## src/rtl/rx_pkg.sv

```systemverilog
// Shared types and defaults for the UART receive control path.
//   rx_state_t        : receive FSM states
//   CLKS_PER_BIT_DEF  : default clock cycles per serial bit
//   DATA_BITS_DEF     : default data bits per frame
package rx_pkg;

  localparam int unsigned CLKS_PER_BIT_DEF = 10;
  localparam int unsigned DATA_BITS_DEF    = 8;

  typedef enum logic [2:0] {
    IDLE,
    START,
    DATA,
    CHECK,
    LOAD
  } rx_state_t;

endpackage

```

## src/rtl/rx_bit_timer.sv

```systemverilog
// Bit-period timer with a bit counter.
//   clk, rst   : clock, asynchronous active-high reset
//   clr_i      : clear the timer
//   en_i       : advance the timer; it wraps to 0 after term_i
//   term_i     : terminal count (half-bit or full-bit, chosen by the FSM)
//   bit_clr_i  : clear the bit counter
//   bit_inc_i  : count a bit on each wrap
//   wrap_o     : high in the cycle the timer sits at its terminal count
//   bit_cnt_o  : number of wraps counted since bit_clr_i
module rx_bit_timer #(
  parameter int unsigned TW = 4,
  parameter int unsigned BW = 4
) (
  input  logic          clk,
  input  logic          rst,
  input  logic          clr_i,
  input  logic          en_i,
  input  logic [TW-1:0] term_i,
  input  logic          bit_clr_i,
  input  logic          bit_inc_i,
  output logic          wrap_o,
  output logic [BW-1:0] bit_cnt_o
);

  logic [TW-1:0] cnt_q;
  logic [BW-1:0] bit_q;

  assign wrap_o    = en_i && (cnt_q == term_i);
  assign bit_cnt_o = bit_q;

  always_ff @(posedge clk or posedge rst) begin
    if (rst) begin
      cnt_q <= '0;
    end else if (clr_i) begin
      cnt_q <= '0;
    end else if (en_i) begin
      cnt_q <= wrap_o ? '0 : cnt_q + 1'b1;
    end
  end

  always_ff @(posedge clk or posedge rst) begin
    if (rst) begin
      bit_q <= '0;
    end else if (bit_clr_i) begin
      bit_q <= '0;
    end else if (bit_inc_i && wrap_o) begin
      bit_q <= bit_q + 1'b1;
    end
  end

endmodule

```

## src/rtl/rx_frame_ctrl.sv

```systemverilog
// UART receive control: start detect, bit-centre strobes for the external
// stop-bit shift register, framing check and host-visible receive buffer.
//   clk, rst       : clock, asynchronous active-high reset
//   serial_in      : raw RX line (idle high, asynchronous)
//   serial_sync    : synchronised line, feeds the shift register
//   shift_strobe   : one-cycle pulse per bit centre, shift register enable
//   packet_data    : data bits from the shift register
//   stop_bit       : stop bit from the shift register
//   data_read      : host consumed the buffer (one-cycle pulse)
//   rx_data        : buffered byte
//   data_ready     : rx_data holds an unread byte
//   framing_error  : last frame had a zero stop bit (sticky until next start)
//   overrun_error  : an unread byte was overwritten
//   busy           : frame in progress
module rx_frame_ctrl
  import rx_pkg::*;
#(
  parameter int unsigned CLKS_PER_BIT = CLKS_PER_BIT_DEF,
  parameter int unsigned DATA_BITS    = DATA_BITS_DEF
) (
  input  logic                 clk,
  input  logic                 rst,
  input  logic                 serial_in,
  output logic                 serial_sync,
  output logic                 shift_strobe,
  input  logic [DATA_BITS-1:0] packet_data,
  input  logic                 stop_bit,
  input  logic                 data_read,
  output logic [DATA_BITS-1:0] rx_data,
  output logic                 data_ready,
  output logic                 framing_error,
  output logic                 overrun_error,
  output logic                 busy
);

  localparam int unsigned TW = $clog2(CLKS_PER_BIT);
  localparam int unsigned BW = $clog2(DATA_BITS + 2);
  localparam logic [TW-1:0] HALF_TERM = TW'(CLKS_PER_BIT / 2 - 1);
  localparam logic [TW-1:0] FULL_TERM = TW'(CLKS_PER_BIT - 1);
  localparam logic [BW-1:0] LAST_BIT  = BW'(DATA_BITS);

  rx_state_t state_q, state_d;

  logic meta_q, sync_q, sync_prev_q, fall_q;

  logic [DATA_BITS-1:0] rx_data_q, rx_data_d;
  logic ready_q, ready_d;
  logic ovr_q, ovr_d;
  logic fe_q, fe_d;

  logic          tmr_clr, tmr_en, bit_clr, bit_inc, wrap;
  logic [TW-1:0] term;
  logic [BW-1:0] bit_cnt;

  // Falling edge of serial_sync is registered, so START follows the edge
  // of serial_sync by two cycles (three after the raw line is first sampled).
  always_ff @(posedge clk or posedge rst) begin
    if (rst) begin
      meta_q      <= 1'b1;
      sync_q      <= 1'b1;
      sync_prev_q <= 1'b1;
      fall_q      <= 1'b0;
    end else begin
      meta_q      <= serial_in;
      sync_q      <= meta_q;
      sync_prev_q <= sync_q;
      fall_q      <= sync_prev_q & ~sync_q;
    end
  end

  // Timer controls depend on the current state only, keeping wrap free of
  // any path through the next-state logic.
  assign tmr_clr = (state_q == IDLE);
  assign bit_clr = (state_q == IDLE);
  assign tmr_en  = (state_q == START) || (state_q == DATA);
  assign bit_inc = (state_q == DATA);
  assign term    = (state_q == START) ? HALF_TERM : FULL_TERM;

  rx_bit_timer #(
    .TW (TW),
    .BW (BW)
  ) u_timer (
    .clk       (clk),
    .rst       (rst),
    .clr_i     (tmr_clr),
    .en_i      (tmr_en),
    .term_i    (term),
    .bit_clr_i (bit_clr),
    .bit_inc_i (bit_inc),
    .wrap_o    (wrap),
    .bit_cnt_o (bit_cnt)
  );

  always_comb begin
    state_d   = state_q;
    rx_data_d = rx_data_q;
    ready_d   = ready_q;
    ovr_d     = ovr_q;
    fe_d      = fe_q;

    if (data_read) begin
      ready_d = 1'b0;
      ovr_d   = 1'b0;
    end

    unique case (state_q)
      IDLE: begin
        if (fall_q) begin
          state_d = START;
          fe_d    = 1'b0;
        end
      end
      START: begin
        if (wrap) begin
          state_d = sync_q ? IDLE : DATA;
        end
      end
      DATA: begin
        if (wrap && (bit_cnt == LAST_BIT)) begin
          state_d = CHECK;
        end
      end
      CHECK: begin
        if (stop_bit) begin
          state_d = LOAD;
        end else begin
          fe_d    = 1'b1;
          state_d = IDLE;
        end
      end
      LOAD: begin
        rx_data_d = packet_data;
        ready_d   = 1'b1;
        if (ready_q && !data_read) begin
          ovr_d = 1'b1;
        end
        state_d = IDLE;
      end
      default: state_d = IDLE;
    endcase
  end

  always_ff @(posedge clk or posedge rst) begin
    if (rst) begin
      state_q   <= IDLE;
      rx_data_q <= '0;
      ready_q   <= 1'b0;
      ovr_q     <= 1'b0;
      fe_q      <= 1'b0;
    end else begin
      state_q   <= state_d;
      rx_data_q <= rx_data_d;
      ready_q   <= ready_d;
      ovr_q     <= ovr_d;
      fe_q      <= fe_d;
    end
  end

  assign serial_sync   = sync_q;
  assign shift_strobe  = (state_q == DATA) && wrap;
  assign rx_data       = rx_data_q;
  assign data_ready    = ready_q;
  assign framing_error = fe_q;
  assign overrun_error = ovr_q;
  assign busy          = (state_q != IDLE);

endmodule

```

## config.mk

```make
export PLATFORM = sky130hd
export DESIGN_NAME = rx_frame_ctrl
export DESIGN_NICKNAME = d
export VERILOG_FILES = /design/src/rtl/rx_pkg.sv /design/src/rtl/rx_bit_timer.sv /design/src/rtl/rx_frame_ctrl.sv
export SDC_FILE = /design/constraint.sdc
export NUM_CORES = 1
export LEC_CHECK = 0
export CAP_MARGIN = 15
export CORE_MARGIN = 8
export CORE_UTILIZATION = 44
export DETAILED_ROUTE_END_ITERATION = 7
export GPL_ROUTABILITY_DRIVEN = 0
export PLACE_DENSITY = 0.74
export REMOVE_ABC_BUFFERS = 1
export SKIP_LAST_GASP = 1
export SYNTH_ARGS = -nofsm -noshare
export SYNTH_HDL_FRONTEND = slang
export SYNTH_SLANG_ARGS = --single-unit
```

## constraint.sdc

```tcl
create_clock -name clk -period 1.3 [get_ports clk]
set_input_delay 0.325 -clock clk [delete_from_list [all_inputs] [get_ports clk]]
set_output_delay 0.325 -clock clk [all_outputs]
set_load 0.02 [all_outputs]
```

# After elaboration in Yosys (flattened, before gate mapping)
# Index checks and enable logic that the tools add are counted.
[classes] muxes=20 reduce_logical=14 eq_ne=10 n_addsub=2 bitwise_logic=2
[ops] operator="4-bit two-way mux" n=6
[ops] operator="3-bit two-way mux" n=4
[ops] operator="3-bit case mux with 4 select lines" n=1
[ops] operator="4-bit by 1-bit adder with 4-bit output (second input constant)" n=2
[ops] operator="2-bit nonzero test" n=4
[ops] operator="1-bit two-way mux" n=7
[ops] operator="3-bit by 2-bit equality test with 1-bit output (second input constant)" n=2
[ops] operator="2-bit inequality test (second input constant)" n=3
[ops] operator="3-bit AND reduction" n=2
[ops] operator="4-bit equality test" n=1
[ops] operator="4-bit equality test (second input constant)" n=1
[ops] operator="1-bit logical AND" n=4
[ops] operator="3-bit by 1-bit equality test with 1-bit output (second input constant)" n=1
[ops] operator="3-bit equality test (second input constant)" n=1
[ops] operator="3-bit zero test" n=1
[ops] operator="3-bit nonzero test" n=1
[ops] operator="2-bit two-way mux" n=1
[ops] operator="2-bit by 1-bit inequality test with 1-bit output (second input constant)" n=1
[ops] operator="1-bit case mux with 2 select lines" n=1
[ops] operator="1-bit bitwise AND" n=1
[ops] operator="1-bit zero test" n=1
[ops] operator="1-bit logical OR" n=1
[ops] operator="1-bit inverter" n=1
[totals] inputBits=13 output_inout_bits=14 wordCells=59 ff_bits=26

# Depth between registers and ports, before layout
# Gate-level depths: netlist of run 1.
[depth] depth_word=7 mapped_depth=6 ltp_nobuf=5

# Hierarchy
# Synthesis of run 1 repeated with hierarchy kept, for this count alone.
[hier_totals] hier_cells=115 area_unflattened_um2=1267.5
[modules_own_cells] module="rx_frame_ctrl" cells_each=59 instances=1 area_each_um2=738.2 seq_area_each_um2=454.2
[modules_own_cells] module="rx_bit_timer" cells_each=56 instances=1 area_each_um2=529.3 seq_area_each_um2=200.2

# Worst setup path before layout of run 1
# OpenSTA, ideal clock, no wires.
[synth_path] path_kind="flip-flop to output port" from="reg u_timer.cnt_q[1]" to="out shift_strobe" required_ps=975 t_arrival_ps=1115 path_buffers=1 path_stages_with_launch=4 slack_ps=-140 cell_sequence="dfrtp_1 and4bb_4 and3_1 buf_2"
[synth_via] elab_chain_cells=3
[synth_rtl] element="start, declared" line="rx_bit_timer.sv:25" source="logic [TW-1:0] cnt_q;"
[synth_rtl] element="start signal, assigned" line="rx_bit_timer.sv:37" source="cnt_q <= wrap_o ? '0 : cnt_q + 1'b1;"
[synth_rtl] element="4-bit equality test" line="rx_bit_timer.sv:28" source="assign wrap_o = en_i && (cnt_q == term_i);"
[synth_rtl] element="1-bit logical AND" line="rx_bit_timer.sv:28"
[synth_rtl] element="1-bit logical AND" line="rx_frame_ctrl.sv:160" source="assign shift_strobe = (state_q == DATA) && wrap;"
[synth_rtl] element="end, declared" line="rx_frame_ctrl.sv:25" source="output logic shift_strobe,"
# Every way passes these cells.

# Final worst setup path of run 1
# Same ends and word-level chain as after synthesis.

==> qor.csv, run 1 <==
stage,metric,value,unit
logic_synthesis,yosysSeqAreaShare,53.48,%
logic_synthesis,syn-instance-count,103,
cells_and_area,num_antenna_cells,0,
critical_path,arrival,1.37,ns
placed_design,dp_hpwl,2057,um
sta,setup_viol,20,
cts,cts.sinks,26,
cts,tritoncts,yes,
logic_synthesis,netlist_area,0.001224,sq mm
min_path,hp-class,in -> async,
sta,timing.hold.ws,0.1898,ns
outcome,violations,setup timing,
critical_path,worstSetupStartpointType,flip-flop,
global_routing,grt_max_degree,16,
sta,drv_slew,0,
sta,clock-skew-final,0.01126,ns
critical_path,worstRegToRegCells,5,
sta,maxSlewHeadroom,82.39,%
floorplanning,initial_core_util,45.15,%
sta,hold_viol_final,0,
cts,cts_made_buffers,3,
sta,period_needed,1.694,ns
cells_and_area,final_common_cell,buf_4,
detailed_routing,postRouteAntennaNets,0,
logic_synthesis,synthFlopType,dfrtp_1,
cts,insertion_delay,0.33,ns
cells_and_area,multi_input_area,664.4,sq um
floorplanning,die_h,68.74,um
global_routing,first_global_vias,1140,
sta,fmax,590.2,MHz
sta,finalWorstSetupSlack,-0.3943,ns
job,maxCapViolations,0,
sta,worst_pin_slew,0.2618,ns
cells_and_area,drive_gt1_share,55.36,%
detailed_routing,detail_route.vias_per_cell,5.191,
outcome,status,finished with violations,
critical_path,r2r_end,state_q[0]$_DFFE_PP0P_,
detailed_routing,first_pass_iters,4,
sta,rsz0062_at_grt,yes,
pwr,power_leakage,0.9749,nW
global_routing,antenna_found_initial,0,
sta,finalCritPeriodShare,130.3,%
logic_synthesis,ys_ff_latch,26,
floorplanning,die_area,0.004725,sq mm
floorplanning,row_count,19,
floorplanning,io_pins,27,
detailed_routing,finalWirelength,3251,um
global_routing,grt_pass1_wl,5244,um
cts,path_clk_slew,0.15,ns
critical_path,reg2reg_slack,-0.31,ns
detailed_routing,wl_per_cell,16.34,um
pwr,vdd_drop_max,0.7936,mV
logic_synthesis,synth.avg_cell_area,11.88,sq um
cts,cts_root_buf,clkbuf_4,
logic_synthesis,async_flop_share,100.0,%
logic_synthesis,synth_warnings,0,
cts,cts_max_level,1,
cells_and_area,most-common-layout-cells,"buf_4, dfrtp_1, buf_6, clkdlybuf4s50_1, buf_2",
logic_synthesis,yosysUniqueCellTypes,41,
cells_and_area,syn_to_final_growth,62.27,%
placed_design,numPortBuffers,26,
critical_path,worstPathMaxFanout,2,
detailed_routing,drt-initial-drc-count,37,
detailed_routing,drc_errors,0,
cells_and_area,nets,185,
detailed_routing,num_vias,1033,
pwr,finalPower,1.759,mW
logic_synthesis,synth_edf_count,0,
cells_and_area,fillers,188,
pwr,power_density,885.7,mW/mm^2
global_routing,grt_use_total,14.62,%
global_routing,grt.overflow.total,0,
cells_and_area,seq_area,656.9,sq um
floorplanning,coreArea,0.002710,sq mm
critical_path,critPathKind,reg -> out,
cts,clk_path_buf_depth,2,
floorplanning,die_width,68.74,um
critical_path,endpoint_kind,primary output,
critical_path,r2r_start,state_q[0]$_DFFE_PP0P_,
critical_path,required,0.98,ns
## logic make-up (layout without fill, tap and decap cells)
kind of cell	Yosys count	in the layout	synth area share, %
multiplexers	11	11	11.25
adder cells (fa/ha/maj)	3	3	3.068
AO/OA/AOI/OAI	15	15	8.589
flip-flops	26	26	53.48
buffers and inverters	11	75	3.987
XOR/XNOR	3	3	2.148
AND/OR/NAND/NOR	34	35	17.49
## synthesized netlist by cell type, types with 2 or more instances
| library cell | count | area share, % |
|---|---|---|
| xor2_1 | 2 | 1.4 |
| mux2_1 | 8 | 7.4 |
| inv_1 | 6 | 1.8 |
| nand2b_1 | 4 | 2.0 |
| nand3_1 | 2 | 0.82 |
| buf_2 | 3 | 1.2 |
| nor3_1 | 2 | 0.82 |
| dfstp_2 | 3 | 6.4 |
| nor2_1 | 6 | 1.8 |
| a21oi_1 | 3 | 1.2 |
| dfrtp_1 | 23 | 47 |
| and3_1 | 2 | 1.0 |
| nand4_1 | 2 | 1.0 |
| nand2_1 | 5 | 1.5 |
| ha_1 | 3 | 3.1 |
| nor2b_1 | 2 | 1.0 |
| o21ai_0 | 2 | 0.82 |
| a21o_1 | 2 | 1.2 |
## worst max path at each step
| stage | start | endpoint | slack [ns] | depth (start not counted) |
|---|---|---|---|---|
| after global routing | u_timer.cnt_q[1]$_DFFE_PP0P_ | shift_strobe | -0.44 | 3 |
| after floorplan | state_q[2]$_DFFE_PP0P_ | state_q[0]$_DFFE_PP0P_ | -0.23 | 4 |
| after CTS | u_timer.cnt_q[1]$_DFFE_PP0P_ | shift_strobe | -0.40 | 3 |
| final | u_timer.cnt_q[1]$_DFFE_PP0P_ | shift_strobe | -0.39 | 3 |
| after detailed placement | u_timer.cnt_q[1]$_DFFE_PP0P_ | shift_strobe | -0.51 | 3 |
| after global placement | u_timer.cnt_q[1]$_DFFE_PP0P_ | shift_strobe | -0.49 | 3 |
## state kept, by name (all words and copies together) (netlist names)
name	count
u_timer.bit_cnt_o	4
framing_error	1
serial_sync	1
meta_q	1
overrun_error	1
rx_data	8
u_timer.cnt_q	4
fall_q	1
data_ready	1
state_q	3
sync_prev_q	1
## worst max-delay path: stages (launching register included)
cell      delay [ns]
dfrtp_1         0.40
and4bb_4        0.34
and3_4          0.19
buf_6           0.11
## final cells by class
class                   count  share of cell area, %
repair buffers             65                  27.73
multi-input cells          67                  33.46
flip-flops and latches     26                  33.08
clock inverters             1                  1.512
inverters                   6                  1.134
clock buffers               3                  1.134
well taps                  31                  1.953
## per-stage QoR
step	setup slack (ns)	std cells	TNS [ns]	utilization (%)	area (sq um)
6_report	-0.3943	199	-3.416	73.27	1986
5_1_grt	-0.4424	199	-4.283	73.27	1986
4_1_cts	-0.4003	196	-3.078	68.98	1869
3_5_place_dp	-0.5054	180	-3.711	62.60	1697
3_3_place_gp	-0.4918	180	-3.389	62.60	1697
2_1_floorplan	-0.2278	98	-1.424	-	1197
## repair_timing
item	CTS	global route
setup buffers	12	7
cloned	1	0
setup endpoints to repair	28	24
gates resized for setup	84	24
hold buffers	0	0
pin swaps	8	11
## report_power, final
group          internal (mW)  switching (mW)  leakage, nW
clock                  0.312           0.250       0.0279
sequential             0.837          0.0170        0.346
combinational          0.197           0.146        0.601
## routing by layer
layer	wire length [um]	vias to the layer above	GRT usage, %
met2	1691	18	27.06
met1	1400	517	16.34
li1	-	493	-
met3	117	5	2.746
met4	42	0	5.013
met5	0	-	0
Power figures use the tool's default switching activity.
==> inputs of run 2 (changes only) <==
--- a/config.mk
+++ b/config.mk
@@ -5,12 +5,15 @@
 export SDC_FILE = /design/constraint.sdc
 export NUM_CORES = 1
 export LEC_CHECK = 0
+export ABC_AREA = 1
 export CAP_MARGIN = 15
+export CELL_PAD_IN_SITES_DETAIL_PLACEMENT = 1
+export CELL_PAD_IN_SITES_GLOBAL_PLACEMENT = 1
 export CORE_MARGIN = 8
-export CORE_UTILIZATION = 44
+export CORE_UTILIZATION = 34
 export DETAILED_ROUTE_END_ITERATION = 7
 export GPL_ROUTABILITY_DRIVEN = 0
-export PLACE_DENSITY = 0.74
+export PLACE_DENSITY_LB_ADDON = 0.1
 export REMOVE_ABC_BUFFERS = 1
 export SKIP_LAST_GASP = 1
 export SYNTH_ARGS = -nofsm -noshare
==> qor.csv, run 2 <==
stage,metric,value,unit,change
critical_path,required,0.98,ns,about the same
detailed_routing,detail_route.vias_per_cell,4.552,,was 5.191
cells_and_area,design_area,0.001979,sq mm,was 0.001986 sq mm
logic_synthesis,synthAdderAreaFrac,3.064,%,was 3.067%
global_routing,antenna_found_initial,0,,unchanged
floorplanning,die_width,76.02,um,was 68.74 um
detailed_routing,dr_wl_met2,1992,um,was 1691 um
logic_synthesis,async_flop_share,100.0,%,unchanged
critical_path,cpLargestDelayFamily,simple AND/OR/NAND/NOR gates,,unchanged
critical_path,r2r_start,state_q[1]$_DFFE_PP0P_,,was state_q[0]$_DFFE_PP0P_
sta,setup_viol,22,,was 20
cells_and_area,final_cells,239,,was 199
critical_path,r2r_end,framing_error$_DFFE_PP0P_,,was state_q[0]$_DFFE_PP0P_
detailed_routing,route.met3.wl,87,um,was 117 um
global_routing,grt_pass1_wl,6182,um,was 5244 um
logic_synthesis,ys_ff_latch,26,,unchanged
pwr,seqPwrFrac,26.6,%,was 48.6%
cells_and_area,fin_util,55.74,%,was 73.27%
floorplanning,initial_core_util,34.50,%,was 45.15%
floorplanning,io_pins,27,,unchanged
critical_path,critPathLaunch,state_q[1]$_DFFE_PP0P_,,was u_timer.cnt_q[1]$_DFFE_PP0P_
floorplanning,die_h,76.02,um,was 68.74 um
cts,clk_path_buf_depth,2,,unchanged
pwr,vdd_drop_max,1.059,mV,was 0.7936 mV
detailed_routing,wl_met1,1462,um,was 1400 um
placed_design,place_area,0.001700,sq mm,was 0.001697 sq mm
logic_synthesis,synth_area_leaders,"dfrtp_1, mux2_2, nand2_1",,"was dfrtp_1, mux2_1, dfstp_2"
critical_path,critPathKind,reg -> out,,unchanged
logic_synthesis,synth_commonest_cells,"dfrtp_1, nand2_1, inv_1",,"was dfrtp_1, mux2_1, inv_1, nor2_1, nand2_1"
logic_synthesis,synth.most_common_cell,dfrtp_1,,unchanged
logic_synthesis,syn-instance-count,125,,was 103
critical_path,slowest_stage,dfrtp_1,,unchanged
placed_design,preCtsSetupSlack,-0.5885,ns,was -0.5054 ns
detailed_routing,wl_per_cell,14.98,um,was 16.34 um
global_routing,first_global_vias,1259,,was 1140
logic_synthesis,yosysSeqAreaShare,53.42,%,was 53.48%
floorplanning,coreArea,0.003551,sq mm,was 0.002710 sq mm
logic_synthesis,synth_warnings,0,,unchanged
cells_and_area,largest_register_ffs,8,,unchanged
sta,finalWorstSetupSlack,-0.4799,ns,was -0.3943 ns
pwr,swShare,39.58,%,was 23.49%
logic_synthesis,synth_xor_area_share,2.145,%,was 2.147%
cells_and_area,drive_gt1_share,51.31,%,was 55.36%
logic_synthesis,synthFlopType,dfrtp_1,,unchanged
sta,rsz0062_at_grt,yes,,unchanged
outcome,violations,setup timing,,unchanged
critical_path,worstSetupStartpointType,flip-flop,,unchanged
cells_and_area,most-common-layout-cells,"buf_4, dfrtp_1, nand2_1, inv_1, clkdlybuf4s50_1",,"was buf_4, dfrtp_1, buf_6, clkdlybuf4s50_1, buf_2"
detailed_routing,num_vias,1088,,was 1033
cells_and_area,num_antenna_cells,0,,unchanged
logic_synthesis,synth_edf_count,0,,unchanged
global_routing,grt.overflow.total,0,,unchanged
logic_synthesis,synth.avg_cell_area,9.799,sq um,was 11.88 sq um
pwr,p_int,2.745,mW,was 1.346 mW
cts,insertion_delay,0.34,ns,was 0.33 ns
detailed_routing,finalWirelength,3581,um,was 3251 um
sta,period_needed,1.780,ns,was 1.694 ns
cts,cts_max_level,1,,unchanged
detailed_routing,first_pass_iters,3,,was 4
detailed_routing,postRouteAntennaNets,0,,unchanged
critical_path,worstRegToRegCells,12,,was 5
sta,clock-skew-final,0.007330,ns,was 0.01126 ns
critical_path,arrival,1.45,ns,was 1.37 ns
global_routing,grt_max_degree,27,,was 16
placed_design,placed_cells,218,,was 180
critical_path,crit_cells,8,,was 3
critical_path,path_cells,inv_2 > nand3_4 > nand2_2 > nand2_2 > nor2_4 > nand2_4 > clkinv_4 > buf_6,,was and4bb_4 > and3_4 > buf_6
logic_synthesis,yosysUniqueCellTypes,24,,was 41
logic_synthesis,synth-simple-area-share,23.29,%,was 17.48%
pwr,switchingPower,1.798,mW,was 413.2 uW
sta,fmax,561.8,MHz,was 590.2 MHz
critical_path,reg2reg_slack,-0.27,ns,was -0.31 ns
critical_path,path_buf_inv,3,,was 1
logic_synthesis,synth_compound_area_share,4.188,%,was 8.589%
sta,worst_pin_slew,0.2869,ns,was 0.2618 ns
cells_and_area,syn_to_final_growth,61.59,%,was 62.27%
pwr,power_leakage,0.9826,nW,was 0.9749 nW
placed_design,numPortBuffers,26,,unchanged
cts,cts_root_buf,clkbuf_4,,unchanged
logic_synthesis,synth_top_family_by_area,simple AND/OR/NAND/NOR gates,,unchanged
min_path,hp-class,in -> async,,unchanged
sta,hold_viol_final,0,,unchanged
logic_synthesis,synth.largest_area_cell,dfrtp_1,,unchanged
cells_and_area,nets,208,,was 185
sta,drv_slew,0,,unchanged
critical_path,worstPathMaxFanout,3,,was 2
floorplanning,row_count,22,,was 19
placed_design,dp_hpwl,2415,um,was 2057 um
pwr,power_density,2295,mW/mm^2,was 885.7 mW/mm^2
pwr,p_clk_share,12.8,%,was 31.9%
cells_and_area,final_common_cell,buf_4,,unchanged
outcome,status,finished with violations,,unchanged
logic_synthesis,synth.top_cell.area_share,46.99,%,was 47.03%
critical_path,crit_path_frequent_cell,nand2_2,,
detailed_routing,top_layer,met4,,unchanged
logic_synthesis,netlist_area,0.001225,sq mm,was 0.001224 sq mm
cts,path_clk_slew,0.16,ns,was 0.15 ns
critical_path,endpoint_kind,primary output,,unchanged
critical_path,crit_end,shift_strobe,,unchanged
floorplanning,die_area,0.005779,sq mm,was 0.004725 sq mm
detailed_routing,drt-initial-drc-count,16,,was 37
pwr,comb_power_share,60.6,%,was 19.5%
logic_synthesis,synth_mux_area_share,7.354,%,was 11.25%
detailed_routing,drc_errors,0,,unchanged
global_routing,grt_use_total,13.02,%,was 14.62%
job,maxCapViolations,0,,unchanged
critical_path,critPathMaxStageDelay,0.42,ns,was 0.40 ns
cts,tritoncts,yes,,unchanged
sta,maxSlewHeadroom,80.80,%,was 82.39%
sta,fin_tns_setup,-3.111,ns,was -3.416 ns
cts,cts.sinks,26,,unchanged
sta,finalCritPeriodShare,136.9,%,was 130.3%
cts,cts_made_buffers,3,,unchanged
run 2: cell count changes after synthesis, sizes merged, moves of 3 or more:
cell	before	now
inv	6	17
o21ai	3	6
nand2	6	27
buf	4	1
nand3	2	14
nand2b	4	0
run 2: per-stage QoR:
step           total power [mW]  hold slack, ns
5_1_grt                   4.849          0.3027
2_1_floorplan             2.221          0.3295
4_1_cts                   4.215          0.3002
3_5_place_dp              3.196          0.3520
3_3_place_gp              3.122          0.3497
6_report                  4.542          0.2980
run 2: worst register-to-register path, stage by stage (launching register included):
cell	delay (ns)
dfrtp_1	0.39
inv_2	0.06
buf_4	0.13
buf_4	0.13
nand2_4	0.08
buf_6	0.11
buf_12	0.10
buf_8	0.12
nand2_1	0.07
nand2_2	0.06
nor2_1	0.03
o21ai_1	0.14
inv_1	0.05
run 2: logic make-up (layout without fill, tap and decap cells):
kind of cell / after synthesis / count (layout)
adder cells (fa/ha/maj): 3 / 3
multiplexers: 8 / 8
XOR/XNOR: 3 / 3
AND/OR/NAND/NOR: 56 / 57
flip-flops: 26 / 26
AO/OA/AOI/OAI: 10 / 10
buffers and inverters: 19 / 84
run 2: what timing repair did:
action	CTS	global route
resized for setup	85	16
endpoints found under the setup margin	33	23
hold buffers	0	0
setup buffers	7	11
pin swaps	8	11
cloned	2	0
run 2: power groups by stage:
stage | clock network [mW] | logic (mW) | registers [mW]
3_5_place_dp | 0 | 1.97 | 1.22
2_1_floorplan | 0 | 0.825 | 1.40
3_3_place_gp | 0 | 1.92 | 1.20
4_1_cts | 0.591 | 2.42 | 1.21
6_report | 0.580 | 2.75 | 1.21
5_1_grt | 0.623 | 2.97 | 1.25
run 2: cell type report:
class,instances,area [sq um]
repair buffers,62,543.0
clock inverters,1,30.03
clock buffers,3,22.52
fillers,400,1572
flip-flops and latches,26,655.6
inverters,18,72.57
multi-input cells,81,595.6
well taps,48,60.06
run 2: worst min-delay path by stage:
| stage | endpoint | slack, ns | cells after the start |
|---|---|---|---|
| after floorplan | meta_q$_DFF_PP1_ | 0.33 | 0 |
| after global placement | serial_sync$_DFF_PP1_ | 0.35 | 0 |
| after detailed placement | serial_sync$_DFF_PP1_ | 0.35 | 0 |
| after CTS | u_timer.cnt_q[3]$_DFFE_PP0P_ | 0.30 | 3 |
| after global routing | data_ready$_DFFE_PP0P_ | 0.30 | 3 |
| final | u_timer.cnt_q[0]$_DFFE_PP0P_ | 0.30 | 3 |
run 2: layer usage:
layer / track usage [%] / vias up
met2: 23.74 / 14
met5: 0 / -
met1: 14.50 / 533
met3: 2.123 / 4
li1: - / 537
met4: 5.294 / 0
